<file path="src/rtl/if_fetch_unit.sv">
// Instruction-fetch stage: owns the PC, keeps one imem request outstanding and buffers one instruction for IF/ID.
// Optional feature macro: IFETCH_BUBBLE_FLUSH_EN (flush IF/ID whenever it advances with an empty buffer).
module if_fetch_unit #(
  parameter logic [63:0] RESET_PC = 64'h0
) (
  input  logic        clk,
  input  logic        reset,
  input  logic        pc_write,
  input  logic        branch_taken,
  input  logic [63:0] branch_target,
  output logic        imem_req,
  output logic [63:0] imem_addr,
  input  logic        imem_rvalid,
  input  logic [31:0] imem_rdata,
  output logic [63:0] fetch_pc,
  output logic [31:0] fetch_inst,
  output logic        ifid_write,
  output logic        ifid_flush
);

  typedef enum logic [1:0] {
    IDLE = 2'd0,
    WAIT = 2'd1,
    DROP = 2'd2
  } state_t;

  state_t      state_r, state_s;
  logic [63:0] pc_r, pc_s;
  logic [63:0] req_pc_r, req_pc_s;
  logic        out_valid_r, out_valid_s;
  logic [63:0] fetch_pc_r, fetch_pc_s;
  logic [31:0] fetch_inst_r, fetch_inst_s;
  logic        imem_req_r, imem_req_s;
  logic [63:0] imem_addr_r, imem_addr_s;

  logic        pc_write_s;
  logic        branch_s;
  logic        consume_s;
  logic        issue_s;
  logic [63:0] target_s;

  // Hazard inputs are ignored while reset is held so IF/ID sees neither write nor flush.
  assign pc_write_s = pc_write & ~reset;
  assign branch_s   = branch_taken & ~reset;
  assign target_s   = {branch_target[63:2], 2'b00};
  assign consume_s  = out_valid_r & pc_write_s & ~branch_s;
  assign issue_s    = (state_r == IDLE) & ~branch_s & (~out_valid_r | consume_s);

  assign ifid_write = consume_s;
`ifdef IFETCH_BUBBLE_FLUSH_EN
  assign ifid_flush = branch_s | (pc_write_s & ~out_valid_r);
`else
  assign ifid_flush = branch_s;
`endif

  assign imem_req   = imem_req_r;
  assign imem_addr  = imem_addr_r;
  assign fetch_pc   = fetch_pc_r;
  assign fetch_inst = fetch_inst_r;

  // Next-state logic: redirect wins over response capture and issue.
  always_comb begin
    state_s      = state_r;
    pc_s         = pc_r;
    req_pc_s     = req_pc_r;
    out_valid_s  = out_valid_r;
    fetch_pc_s   = fetch_pc_r;
    fetch_inst_s = fetch_inst_r;
    imem_req_s   = 1'b0;
    imem_addr_s  = imem_addr_r;

    if (branch_s) begin
      pc_s        = target_s;
      out_valid_s = 1'b0;
      // An in-flight response must still be swallowed unless it lands this very cycle.
      case (state_r)
        WAIT:    state_s = imem_rvalid ? IDLE : DROP;
        DROP:    state_s = imem_rvalid ? IDLE : DROP;
        default: state_s = IDLE;
      endcase
    end else begin
      if (consume_s) begin
        out_valid_s = 1'b0;
      end else begin
        out_valid_s = out_valid_r;
      end
      case (state_r)
        IDLE: begin
          if (issue_s) begin
            imem_req_s  = 1'b1;
            imem_addr_s = pc_r;
            req_pc_s    = pc_r;
            pc_s        = pc_r + 64'd4;
            state_s     = WAIT;
          end else begin
            state_s = IDLE;
          end
        end
        WAIT: begin
          if (imem_rvalid) begin
            fetch_inst_s = imem_rdata;
            fetch_pc_s   = req_pc_r;
            out_valid_s  = 1'b1;
            state_s      = IDLE;
          end else begin
            state_s = WAIT;
          end
        end
        DROP: begin
          if (imem_rvalid) begin
            state_s = IDLE;
          end else begin
            state_s = DROP;
          end
        end
        default: state_s = IDLE;
      endcase
    end
  end

  // State and output registers; reset abandons any outstanding request.
  always_ff @(posedge clk or posedge reset) begin
    if (reset) begin
      state_r      <= IDLE;
      pc_r         <= RESET_PC;
      req_pc_r     <= RESET_PC;
      out_valid_r  <= 1'b0;
      fetch_pc_r   <= RESET_PC;
      fetch_inst_r <= 32'h0;
      imem_req_r   <= 1'b0;
      imem_addr_r  <= RESET_PC;
    end else begin
      state_r      <= state_s;
      pc_r         <= pc_s;
      req_pc_r     <= req_pc_s;
      out_valid_r  <= out_valid_s;
      fetch_pc_r   <= fetch_pc_s;
      fetch_inst_r <= fetch_inst_s;
      imem_req_r   <= imem_req_s;
      imem_addr_r  <= imem_addr_s;
    end
  end

endmodule
</file>
<file path="config.mk">
export PLATFORM = sky130hd
export DESIGN_NAME = if_fetch_unit
export DESIGN_NICKNAME = d
export VERILOG_FILES = /design/src/rtl/if_fetch_unit.sv
export SDC_FILE = /design/constraint.sdc
export NUM_CORES = 1
export LEC_CHECK = 0
export BUFFER_PORTS_ARGS = -buffer_cell sky130_fd_sc_hd__buf_2
export CAP_MARGIN = 40
export CELL_PAD_IN_SITES_DETAIL_PLACEMENT = 1
export CELL_PAD_IN_SITES_GLOBAL_PLACEMENT = 1
export CORE_MARGIN = 2
export CORE_UTILIZATION = 41
export DETAILED_ROUTE_END_ITERATION = 6
export GPL_TIMING_DRIVEN = 0
export PLACE_DENSITY_LB_ADDON = 0.1
export SYNTH_ARGS = -nofsm -noshare
export SYNTH_HDL_FRONTEND = slang
export SYNTH_SLANG_ARGS = --single-unit
export TNS_END_PERCENT = 50
</file>
<file path="constraint.sdc">
create_clock -name clk -period 8.6 [get_ports clk]
set_input_delay 0 -clock clk [delete_from_list [all_inputs] [get_ports clk]]
set_output_delay 0 -clock clk [all_outputs]
set_load 0.01 [all_outputs]
</file>
**Word-level counts from Yosys, hierarchy flattened**

Cells that the tools add are included.
Widths: inputs -> output; s select.

- Logic and storage cells: 43
- Input bits: 101
- Register bits after elaboration: 228
- Output and inout bits: 163

- Eq/ne operators: 2
- Reductions and logical operators: 7
- Mux-type cells: 16
- Add/sub/neg operators: 1
- Bitwise gates (word level): 10

Operators with widths:

| cell | count |
|---|---|
| $mux 64 | 3 |
| $add 64x3->64 const B | 1 |
| $mux 1 | 9 |
| $and 1x1->1 | 6 |
| $mux 2 | 3 |
| $pmux 2 s3 | 1 |
| $reduce_and 3->1 | 2 |
| $reduce_bool 2->1 | 2 |
| $not 1->1 | 3 |
| $eq 2x1->1 const B | 1 |
| $eq 2x2->1 const B | 1 |
| $logic_not 2->1 | 1 |
| $reduce_and 2->1 | 1 |
| $reduce_or 2->1 | 1 |
| $or 1x1->1 | 1 |

**Depth between registers and ports, before layout**

Gate-level depths: netlist of the first run.

- Word-level depth: 9
- Depth in mapped cells: 9
- Mapped depth without buffers: 7

**Least setup slack after synthesis of the first run**

No wires, ideal clock.

- Path type: input to register
- Start point: input reset
- End point: register imem_addr_r[15] (netlist: imem_addr[15])
- Stages on the path: 8
- Path buffers: 3
- Required time: 8.475 ns
- Library setup time: 0.125 ns
- Arrival: 6.060 ns
- Slack: 2.416 ns
- Cells stage by stage: inv_1 > nand2_1 > clkbuf_1 > nand2b_1 > inv_1 > clkbuf_1 > buf_2 > mux2_2

- Cells in the longest elaborated chain, start to end: 7
- Elaborated cells on any way between the ends: 10
- Classes of those cells: 9 x bitwise; 1 x reduce/logical

RTL lines:

| what | RTL line | text |
|---|---|---|
| from (decl) | 7 | `input logic reset,` |
| $not 1->1 * | 43, 44 |  |
| $and 1x1->1 (on tied branches) | 43, 44 |  |
| $and 1x1->1 / $not 1->1 (equally long branches) | -- |  |
| $and 1x1->1 | 46 | `assign consume_s = out_valid_r & pc_write_s & ~branch_s;` |
| $or 1x1->1 | 47 | `assign issue_s = (state_r == IDLE) & ~branch_s & (~out_valid_r \| consume_s);` |
| $and 1x1->1 | 47 |  |
| $reduce_and 3->1 (no source line) * | -- |  |
| to (signal assigned) | 140 | `imem_addr_r <= imem_addr_s;` |
| to (decl) | 34 | `logic [63:0] imem_addr_r, imem_addr_s;` |

Every way passes the cells marked *; elsewhere a longest branch is shown, timed or not.
A chain may end at the register's enable or synchronous reset.

**Worst setup path in the final report of the first run**

- Start point: input reset
- End point: register imem_addr_r[17] (netlist: imem_addr[17])

Same word-level chain as after synthesis.

==> results of run 1 <==
## worst register-to-register path: stages (launching register included)
cell and delay [ns]:
dfrtp_1 0.40, inv_1 0.09, ha_1 0.24, o21ai_1 0.24, nand2b_1 0.29, inv_1 0.14, clkbuf_1 0.63, buf_2 0.40
mux2_2 0.38
## sequential cells by signal, indices dropped and copies added (netlist names)
name,cells
fetch_inst,32
fetch_pc,62
imem_addr,62
imem_req,1
out_valid_r,1
pc_r,62
state_r,2
## per-stage QoR
stage | hold slack [ns] | utilization [%] | setup WS (ns) | cells
final | 0.08884 | 56.49 | 5.438 | 1520
after global placement | 0.1917 | 48.71 | -0.4633 | 1372
after global routing | 0.1370 | 56.48 | 5.212 | 1519
after CTS | 0.08523 | 56.46 | 5.470 | 1517
after detailed placement | 0.09000 | 49.03 | 5.457 | 1375
after floorplan | 0.06641 | - | 2.416 | 796
## layout make-up
cell class | count | share of cell area [%]
Multi-Input combinational cell | 518 | 29.34
Timing Repair Buffer | 358 | 17.76
Buffer | 44 | 1.438
Antenna cell | 3 | 0.05713
Tap cell | 319 | 3.037
Sequential cell | 222 | 42.27
Inverter | 12 | 0.3999
Clock buffer | 40 | 5.494
Clock inverter | 4 | 0.1999
## cell usage after synthesis (3+ instances only)
library cell | n | area (um2)
ha_1 | 5 | 62.56
xnor2_1 | 11 | 96.34
nand4_1 | 29 | 181.4
o31a_1 | 3 | 26.28
dfrtp_1 | 222 | 5555
or4_1 | 6 | 45.04
nor3_1 | 4 | 20.02
or3_1 | 17 | 106.4
buf_4 | 4 | 30.03
and2_1 | 3 | 18.77
a21oi_1 | 4 | 20.02
and4_1 | 6 | 52.55
inv_1 | 12 | 45.04
a211oi_1 | 3 | 22.52
o21ai_0 | 57 | 285.3
clkbuf_1 | 31 | 116.4
and3_1 | 7 | 43.79
mux2_2 | 152 | 1712
buf_2 | 7 | 35.03
o31ai_1 | 5 | 37.54
nand3_1 | 28 | 140.1
xor2_1 | 27 | 236.5
nor2_1 | 38 | 142.6
nand2b_1 | 4 | 25.02
a31oi_1 | 21 | 131.4
nand2_1 | 67 | 251.5
## power breakdown
part / total [W] / internal, W / switching [W]
registers: 0.00175 / 0.00146 / 0.000292
clock network: 0.000996 / 0.000572 / 0.000424
logic: 0.00141 / 0.000719 / 0.000687
total: 0.00415 / 0.00275 / 0.00140
## cell families after synthesis
group | share of synthesized area, %
compound gates | 6.221
flops | 57.66
xor+xnor | 3.455
buf+inv | 2.429
simple gates | 11.68
fa+ha+maj | 0.6494
other cells | 0.03892
mux | 17.87
## routing by layer
layer,share of wire (%),up-vias,GRT usage (%)
met3,4.7,35,3.469
met4,2.0,0,5.065
li1,-,3607,-
met1,43,3894,30.49
met5,0,-,0
met2,51,205,41.40
## how the worst max path moves through the flow
stage          start                    endpoint  slack, ns
4_1_cts        reset   imem_addr[17]$_DFFE_PP0P_       5.47
6_report       reset   imem_addr[17]$_DFFE_PP0P_       5.44
5_1_grt        reset   imem_addr[17]$_DFFE_PP0P_       5.21
2_1_floorplan  reset   imem_addr[15]$_DFFE_PP0P_       2.42
3_3_place_gp   reset  fetch_inst[20]$_DFFE_PP0P_      -0.46
3_5_place_dp   reset   imem_addr[16]$_DFFE_PP0P_       5.46
## timing repair
action | CTS | global route
endpoints found under the hold margin | 211 | 0
hold buffers | 98 | 0
endpoints found under the setup margin | 0 | 0
==> impl_metrics.py, run 1 <==
metrics = {
    "cts": {
        "clk_latency_ns": 0.53,
        "root_buffer": "clkbuf_16",
        "clk_pin_slew_ns": 0.06,
        "post-cts-setup-buffers": 0,
        "cts.htree.levels": 1,
        "post_cts_resized": 0,
        "clockBufferDepth": 3,
        "cts_buffers": 25,
        "cts.sinks": 222,
        "tritoncts": "done",
    },
    "critical_path": {
        "critical-path-max-stage-delay_ns": 0.63,
        "cp_max_fo": 61,
        "regToRegSetupSlack_ns": 5.66,
        "worstPathCellList": "dlygate4sd3_1, buf_2, inv_8, buf_16, nand2_1, clkbuf_1, nand2b_1, inv_1, clkbuf_1, buf_2, mux2_2",
        "crit_family": "buffers and inverters",
        "crit_arrival_ns": 3.57,
        "critPathCaptureType": "flop",
        "rr_worst_depth": 8,
        "timing.critical_path.buf_inv": 8,
        "cp.depth": 11,
        "worstSetupStartpointType": "primary input",
        "worst_ep_required_time_ns": 9.00,
        "reg2reg_to": "imem_addr[17]$_DFFE_PP0P_",
        "cpMaxStageDelayCell": "clkbuf_1",
        "path_class": "primary input to flop",
        "r2r-start": "state_r[1]$_DFF_PP0_",
    },
    "finish": {
        "area_growth_syn_to_layout_pct": 36.40,
        "drive_above_1_share_pct": 38.65,
        "fillers": 2577,
        "final_common_cell": "buf_2",
        "fin_area_um2": 13140,
        "layout_common_cells": "buf_2 (264), dfrtp_1 (222), mux2_2 (152), dlygate4sd3_1 (98), nand2_1 (67)",
        "seq_area_um2": 5555,
        "final_nets": 1287,
        "multi_input_area_um2": 3856,
    },
    "floorplan": {
        "rows": 56,
        "die_w_um": 157.3,
        "die_y_um": 157.3,
        "core_area_um2": 23260,
        "start_util_pct": 41.42,
        "die_area_um2": 24740,
        "pin_count": 264,
    },
    "power": {
        "powerDensity_nw_per_um2": 316.0,
        "total_power_w": 0.004152,
        "ir_worst_vdd_mv": 0.1537,
        "power.leakage_nw": 5.804,
    },
    "timing": {
        "hold_violations": 0,
        "setup-tns-final_ns": 0,
        "rsz0062_at_grt": "false",
        "timing.slew.headroom_pct": 43.60,
        "fin_skew_ns": 0.01883,
        "setup_viol": 0,
        "maxSlewViolCount": 0,
        "finalCritPeriodShare_pct": 36.77,
        "fin_crit_ns": 3.162,
        "fmax_mhz": 316.2,
        "worst_slew_pin_slew_ns": 0.8410,
    },
    "drt": {
        "dr_total_vias": 7741,
        "drcViolationCount": 0,
        "drt_iter0_drc": 255,
        "wl_per_cell_um": 19.07,
        "wl_um": 28990,
        "postRouteAntennaNets": 0,
        "first_pass_iters": 4,
        "viasPerCell": 5.093,
    },
    "grt": {
        "first_global_vias": 8241,
        "grt_pass1_wl_um": 45810,
        "antenna_found_initial": 2,
        "grt_overflow": 0,
        "grt_max_degree": 109,
        "track_usage_pct": 23.41,
    },
    "yosys": {
        "avgSynthCellArea_um2": 12.15,
        "synth-edff-count": 0,
        "synth_seq_cells": 222,
        "postSynthCellCount": 793,
        "ys_types": 40,
        "synth_seq_area_share_pct": 57.66,
        "yosys_warnings": 0,
        "netlist_area_um2": 9634,
        "synthArstFlopShare_pct": 100.0,
        "synth-main-ff-cell": "dfrtp_1",
    },
    "place": {
        "place_hpwl_um": 19490,
        "dpl_cell_area_um2": 11400,
        "io_buffers": 257,
        "gp_congestion": 0.7987,
    },
    "hold_path": {
        "worstHoldPathType": "primary input to asynchronous set/reset pin",
    },
    "job": {
        "cap_violations": 0,
    },
    "run_status": {
        "outcome": "finished, final reports clean",
    },
}
No activity file was read; power rests on OpenSTA's default activity.
==> run 2, diff against run 1 <==
CORE_UTILIZATION = 37   (was 41)
clock period = 2.65 ns   (was 8.6 ns; I/O delays follow)
==> run 2 against run 1 <==
Utilization shrank 3.5 points. Largest cell class unchanged. Sequential power grew to 3.3 times the previous value. Highest routed layer unchanged. Via count shrank 0.10%. Die area grew 11%. Critical path type is now flop to flop. Wire length shrank 1.6%.
==> impl_metrics.py, run 2 (synthesized netlist as in run 1, its figures left out) <==
metrics = {
    "run_status": {
        "outcome": "finished, final reports clean",
    },
    "finish": {
        "area_growth_syn_to_layout_pct": 42.14,
        "seq_area_um2": 5557,
        "final_common_cell": "buf_2",
        "final_nets": 1301,
        "drive_above_1_share_pct": 41.75,
        "fillers": 2786,
        "fin_area_um2": 13690,
        "layout_common_cells": "buf_2 (261), dfrtp_1 (221), mux2_2 (123), dlygate4sd3_1 (99), nand2_1 (67)",
        "multi_input_area_um2": 4021,
    },
    "drt": {
        "wl_um": 28530,
        "dr_total_vias": 7733,
        "postRouteAntennaNets": 0,
        "drt_iter0_drc": 232,
        "wl_per_cell_um": 18.43,
        "first_pass_iters": 4,
        "viasPerCell": 4.995,
        "drcViolationCount": 0,
    },
    "critical_path": {
        "worst_ep_required_time_ns": 3.10,
        "worstPathCellList": "ha_2, nand4_1, nor4_4, buf_4, buf_4, nand3_1, or4_1, a31oi_1",
        "crit_arrival_ns": 2.95,
        "cp_max_fo": 6,
        "cpMaxStageDelayCell": "or4_1",
        "critPathCaptureType": "flop",
        "worstSetupStartpointType": "flop",
        "critical-path-max-stage-delay_ns": 0.53,
        "path_class": "flop to flop",
        "cp_common_cell": "buf_4",
        "timing.critical_path.buf_inv": 2,
        "crit_family": "simple AND/OR/NAND/NOR gates",
    },
    "cts": {
        "root_buffer": "clkbuf_16",
        "clockBufferDepth": 3,
        "cts.htree.levels": 1,
        "cts_buffers": 27,
        "tritoncts": "done",
        "clk_pin_slew_ns": 0.06,
        "cts.sinks": 222,
        "clk_latency_ns": 0.53,
    },
    "grt": {
        "grt_busiest_layer": "met2",
        "grt_pass1_wl_um": 44440,
        "antenna_found_initial": 1,
        "use_met3_pct": 3.347,
        "grtUsageMet1_pct": 27.18,
        "first_global_vias": 8219,
        "grt_max_degree": 35,
        "grt_overflow": 0,
        "grt_util_met2_pct": 36.08,
        "track_usage_pct": 20.68,
    },
    "floorplan": {
        "die_w_um": 165.4,
        "die_area_um2": 27350,
        "rows": 59,
        "pin_count": 264,
        "start_util_pct": 37.29,
        "die_y_um": 165.4,
        "core_area_um2": 25840,
    },
    "timing": {
        "worst_slew_pin_slew_ns": 0.8461,
        "fmax_mhz": 399.6,
        "timing.slew.headroom_pct": 43.41,
        "worst_slack_ns": 0.1473,
        "setup-tns-final_ns": 0,
        "maxSlewViolCount": 0,
        "fin_crit_ns": 2.503,
        "setup_viol": 0,
        "hold_violations": 0,
        "finalCritPeriodShare_pct": 94.44,
        "rsz0062_at_grt": "true",
        "fin_skew_ns": 0.009838,
    },
    "power": {
        "ir_worst_vdd_mv": 0.5850,
        "power.leakage_nw": 6.131,
        "powerDensity_nw_per_um2": 1030,
        "total_power_w": 0.01411,
    },
    "hold_path": {
        "worstHoldPathType": "primary input to asynchronous set/reset pin",
    },
    "place": {
        "dpl_cell_area_um2": 11740,
        "place_ws_ns": -0.2338,
        "place_hpwl_um": 20370,
        "io_buffers": 257,
        "gp_congestion": 0.7758,
    },
    "job": {
        "cap_violations": 0,
    },
}
-- run 2: cell types whose count changed in the layout (fill, tap and decap cells not counted), sizes merged --
cell and change:
buf +13, clkbuf -5, clkinv +3, bufinv +2
diode -2, clkinvlp +1, dlygate4sd3 +1, inv -1
-- run 2: worst paths after layout --
check,start,to,slack (ns),cells after the start
worst max register to register,pc_r[3]$_DFFE_PP0P_,pc_r[40]$_DFFE_PP0P_,0.15,8
worst min register to register,fetch_pc[28]$_DFFE_PP0P_,fetch_pc[28]$_DFFE_PP0P_,0.50,1
min in group clk,branch_target[20],pc_r[20]$_DFFE_PP0P_,0.21,4
max in group asynchronous,reset,fetch_inst[3]$_DFFE_PP0P_,1.15,5
worst min-delay path,reset,pc_r[11]$_DFFE_PP0P_,0.16,4
worst max-delay path,pc_r[3]$_DFFE_PP0P_,pc_r[40]$_DFFE_PP0P_,0.15,8
-- run 2: power breakdown --
part           internal [W]  leakage [nW]  switching (W)
logic               0.00259          3.07        0.00222
registers           0.00474          2.64       0.000973
clock network       0.00216         0.421        0.00142
-- run 2: timing repair --
action | in CTS | in global routing
hold endpoints to repair | 187 | 0
gates resized for setup | 2 | 12
pin swaps | 2 | 3
buffers inserted | 4 | 4
hold buffers | 99 | 0
setup endpoints to repair | 18 | 63
-- run 2: worst register-to-register path: stages, from the launching register on --
cell,delay (ns)
dfrtp_1,0.45
ha_2,0.27
nand4_1,0.16
nor4_4,0.30
buf_4,0.19
buf_4,0.14
nand3_1,0.19
or4_1,0.53
a31oi_1,0.19
-- run 2: cell type report --
cell class | count | share of cell area (%)
Buffer | 42 | 2.147
Antenna cell | 1 | 0.01827
Clock inverter | 9 | 0.7401
Sequential cell | 222 | 40.58
Inverter | 12 | 0.3563
Tap cell | 335 | 3.061
Multi-Input combinational cell | 518 | 29.36
Clock buffer | 37 | 5.500
Timing Repair Buffer | 372 | 18.24
-- run 2: metal layers --
layer	wire (um)	up-vias	part of all wire [%]
met1	12410	3871	44
met2	14200	182	50
met5	0	-	0
met4	512	0	1.8
li1	-	3640	-
met3	1400	40	4.9
-- run 2: per-stage QoR --
step | std cells | hold slack [ns] | util [%]
floorplan | 796 | 0.06641 | -
global placement | 1388 | 0.1994 | 44.80
detailed placement | 1396 | 0.08042 | 45.42
CTS | 1544 | 0.08623 | 52.74
global route | 1548 | 0.1966 | 53.00
finish | 1548 | 0.1580 | 53.00
==> run 3, diff against run 2 <==
CORE_MARGIN = 5   (was 2)
==> run 3 against run 2 <==
Non-clock buffer count rose by 6. Clock-buffer cell count is the same. Combinational power about the same. Clock skew down 0.0025 ns. Global-route usage decreased by 1.3 points. Cell area is 0.17% higher. Critical endpoint is now ifid_flush. Largest cell class unchanged. Largest power group unchanged. Highest routed layer unchanged.
==> impl_metrics.py, run 3 (synthesized netlist as in run 1, its figures left out) <==
metrics = {
    "run_status": {
        "outcome": "finished, final reports clean",
    },
    "timing": {
        "setup-tns-final_ns": 0,
        "worst_slack_ns": 0.1091,
        "maxSlewViolCount": 0,
        "finalCritPeriodShare_pct": 95.88,
        "worst_slew_pin_slew_ns": 0.6945,
        "fin_skew_ns": 0.007310,
        "fin_crit_ns": 2.541,
        "hold_violations": 0,
        "setup_viol": 0,
        "rsz0062_at_grt": "true",
        "fmax_mhz": 393.6,
        "timing.slew.headroom_pct": 53.70,
    },
    "drt": {
        "wl_per_cell_um": 18.66,
        "drt_iter0_drc": 354,
        "drcViolationCount": 0,
        "wl_um": 28990,
        "dr_total_vias": 7676,
        "viasPerCell": 4.940,
        "wl_met3_um": 1629,
        "top_layer": "met4",
        "met1_length_um": 12850,
        "first_pass_iters": 4,
        "postRouteAntennaNets": 0,
        "wl_met2_um": 14130,
    },
    "critical_path": {
        "crit_arrival_ns": 2.54,
        "cpMaxStageDelayCell": "dlygate4sd3_1",
        "worst_ep_required_time_ns": 2.65,
        "crit_family": "buffers and inverters",
        "critical-path-max-stage-delay_ns": 0.56,
        "cp.depth": 9,
        "worstPathCellList": "dlygate4sd3_1, buf_2, clkinvlp_4, buf_12, nand2_1, inv_1, clkbuf_1, buf_1, buf_2",
        "path_class": "primary input to primary output",
        "timing.critical_path.buf_inv": 8,
        "rr_worst_depth": 7,
        "cp_common_cell": "buf_2",
        "critPathCaptureType": "primary output",
        "worstSetupStartpointType": "primary input",
        "cp_max_fo": 17,
    },
    "cts": {
        "clk_latency_ns": 0.51,
        "clockBufferDepth": 3,
        "clk_pin_slew_ns": 0.06,
        "cts.sinks": 222,
        "cts_buffers": 25,
        "root_buffer": "clkbuf_16",
        "cts.htree.levels": 1,
        "tritoncts": "done",
    },
    "place": {
        "dpl_cell_area_um2": 11720,
        "place_ws_ns": -0.1282,
        "gp_congestion": 0.7729,
        "place_hpwl_um": 20550,
        "io_buffers": 257,
    },
    "floorplan": {
        "rows": 59,
        "die_w_um": 171.4,
        "core_area_um2": 25840,
        "die_y_um": 171.4,
        "start_util_pct": 37.29,
        "pin_count": 264,
        "die_area_um2": 29370,
    },
    "power": {
        "powerDensity_nw_per_um2": 1031,
        "ir_worst_vdd_mv": 0.6677,
        "power.leakage_nw": 6.137,
    },
    "hold_path": {
        "worstHoldPathType": "primary input to asynchronous set/reset pin",
    },
    "finish": {
        "area_growth_syn_to_layout_pct": 42.39,
        "layout_common_cells": "buf_2 (260), dfrtp_1 (222), mux2_2 (123), dlygate4sd3_1 (100), nand2_1 (67)",
        "final_nets": 1305,
        "fillers": 2773,
        "final_common_cell": "buf_2",
        "post-route-util_pct": 53.09,
        "fin_area_um2": 13720,
        "drive_above_1_share_pct": 41.61,
    },
    "grt": {
        "grt_overflow": 0,
        "track_usage_pct": 19.42,
        "first_global_vias": 8228,
        "antenna_found_initial": 2,
        "grt_max_degree": 37,
        "grt_pass1_wl_um": 45840,
    },
    "job": {
        "cap_violations": 0,
    },
}
==> run 3: cell types whose count changed in the layout (fill, tap and decap cells not counted), moves of 2 or more <==
cell,change
clkbuf_1,+2
clkinv_2,-2
diode_2,+2
buf_4,+3
bufinv_16,+2
clkbuf_16,-2
==> run 3: layout make-up <==
cell class	count	area [um2]	share of cell area [%]
clock inverters	7	135.1	0.9850
multi-input cells	518	4005	29.20
diodes	3	7.507	0.05472
plain buffers	44	301.5	2.198
repair buffers	376	2525	18.41
well taps	335	419.2	3.055
flip-flops and latches	222	5555	40.50
inverters	12	48.80	0.3557
clock buffers	37	720.7	5.254
==> run 3: what timing repair did <==
item | CTS | global route
gates resized for setup | 2 | 11
hold buffers | 100 | 0
setup buffers | 5 | 6
pin swaps | 3 | 4
endpoints found under the setup margin | 28 | 22
endpoints found under the hold margin | 202 | 0
gates cloned | 0 | 0
==> run 3: final timing paths <==
path | to | start | slack, ns
worst max-delay path | ifid_flush | reset | 0.11
worst min-delay path | imem_addr[24]$_DFFE_PP0P_ | reset | 0.12
worst max register to register | pc_r[49]$_DFFE_PP0P_ | pc_r[4]$_DFFE_PP0P_ | 0.18
worst min register to register | fetch_pc[38]$_DFFE_PP0P_ | fetch_pc[38]$_DFFE_PP0P_ | 0.50
max in group asynchronous | pc_r[51]$_DFFE_PP0P_ | reset | 1.26
min in group clk | pc_r[19]$_DFFE_PP0P_ | branch_target[19] | 0.23
==> run 3: per-stage QoR <==
step	total power, W	hold WS [ns]	std cells
detailed placement	0.01053	0.07560	1395
floorplan	0.008480	0.06641	796
CTS	0.01437	0.09577	1544
global route	0.01507	0.1348	1553
global placement	0.01036	0.1931	1388
finish	0.01415	0.1225	1554
==> run 3: power breakdown <==
group          switching, W  internal [W]  total, W
Clock               0.00137       0.00226   0.00363
Combinational       0.00224       0.00260   0.00484
Sequential         0.000953       0.00473   0.00569
==> run 3: layer usage <==
| layer | vias up | GRT usage [%] |
|---|---|---|
| li1 | 3649 | - |
| met1 | 3815 | 26.29 |
| met2 | 179 | 33.22 |
| met3 | 33 | 3.447 |
| met4 | 0 | 3.583 |
| met5 | - | 0 |
==> run 3: worst reg2reg max path: stages, from the launching register on <==
cell and delay, ns:
dfrtp_1 0.32, clkbuf_1 0.33, nand4_1 0.35, nor4b_2 0.36
nand4_1 0.22, clkbuf_1 0.29, or3_1 0.36, a31oi_1 0.16
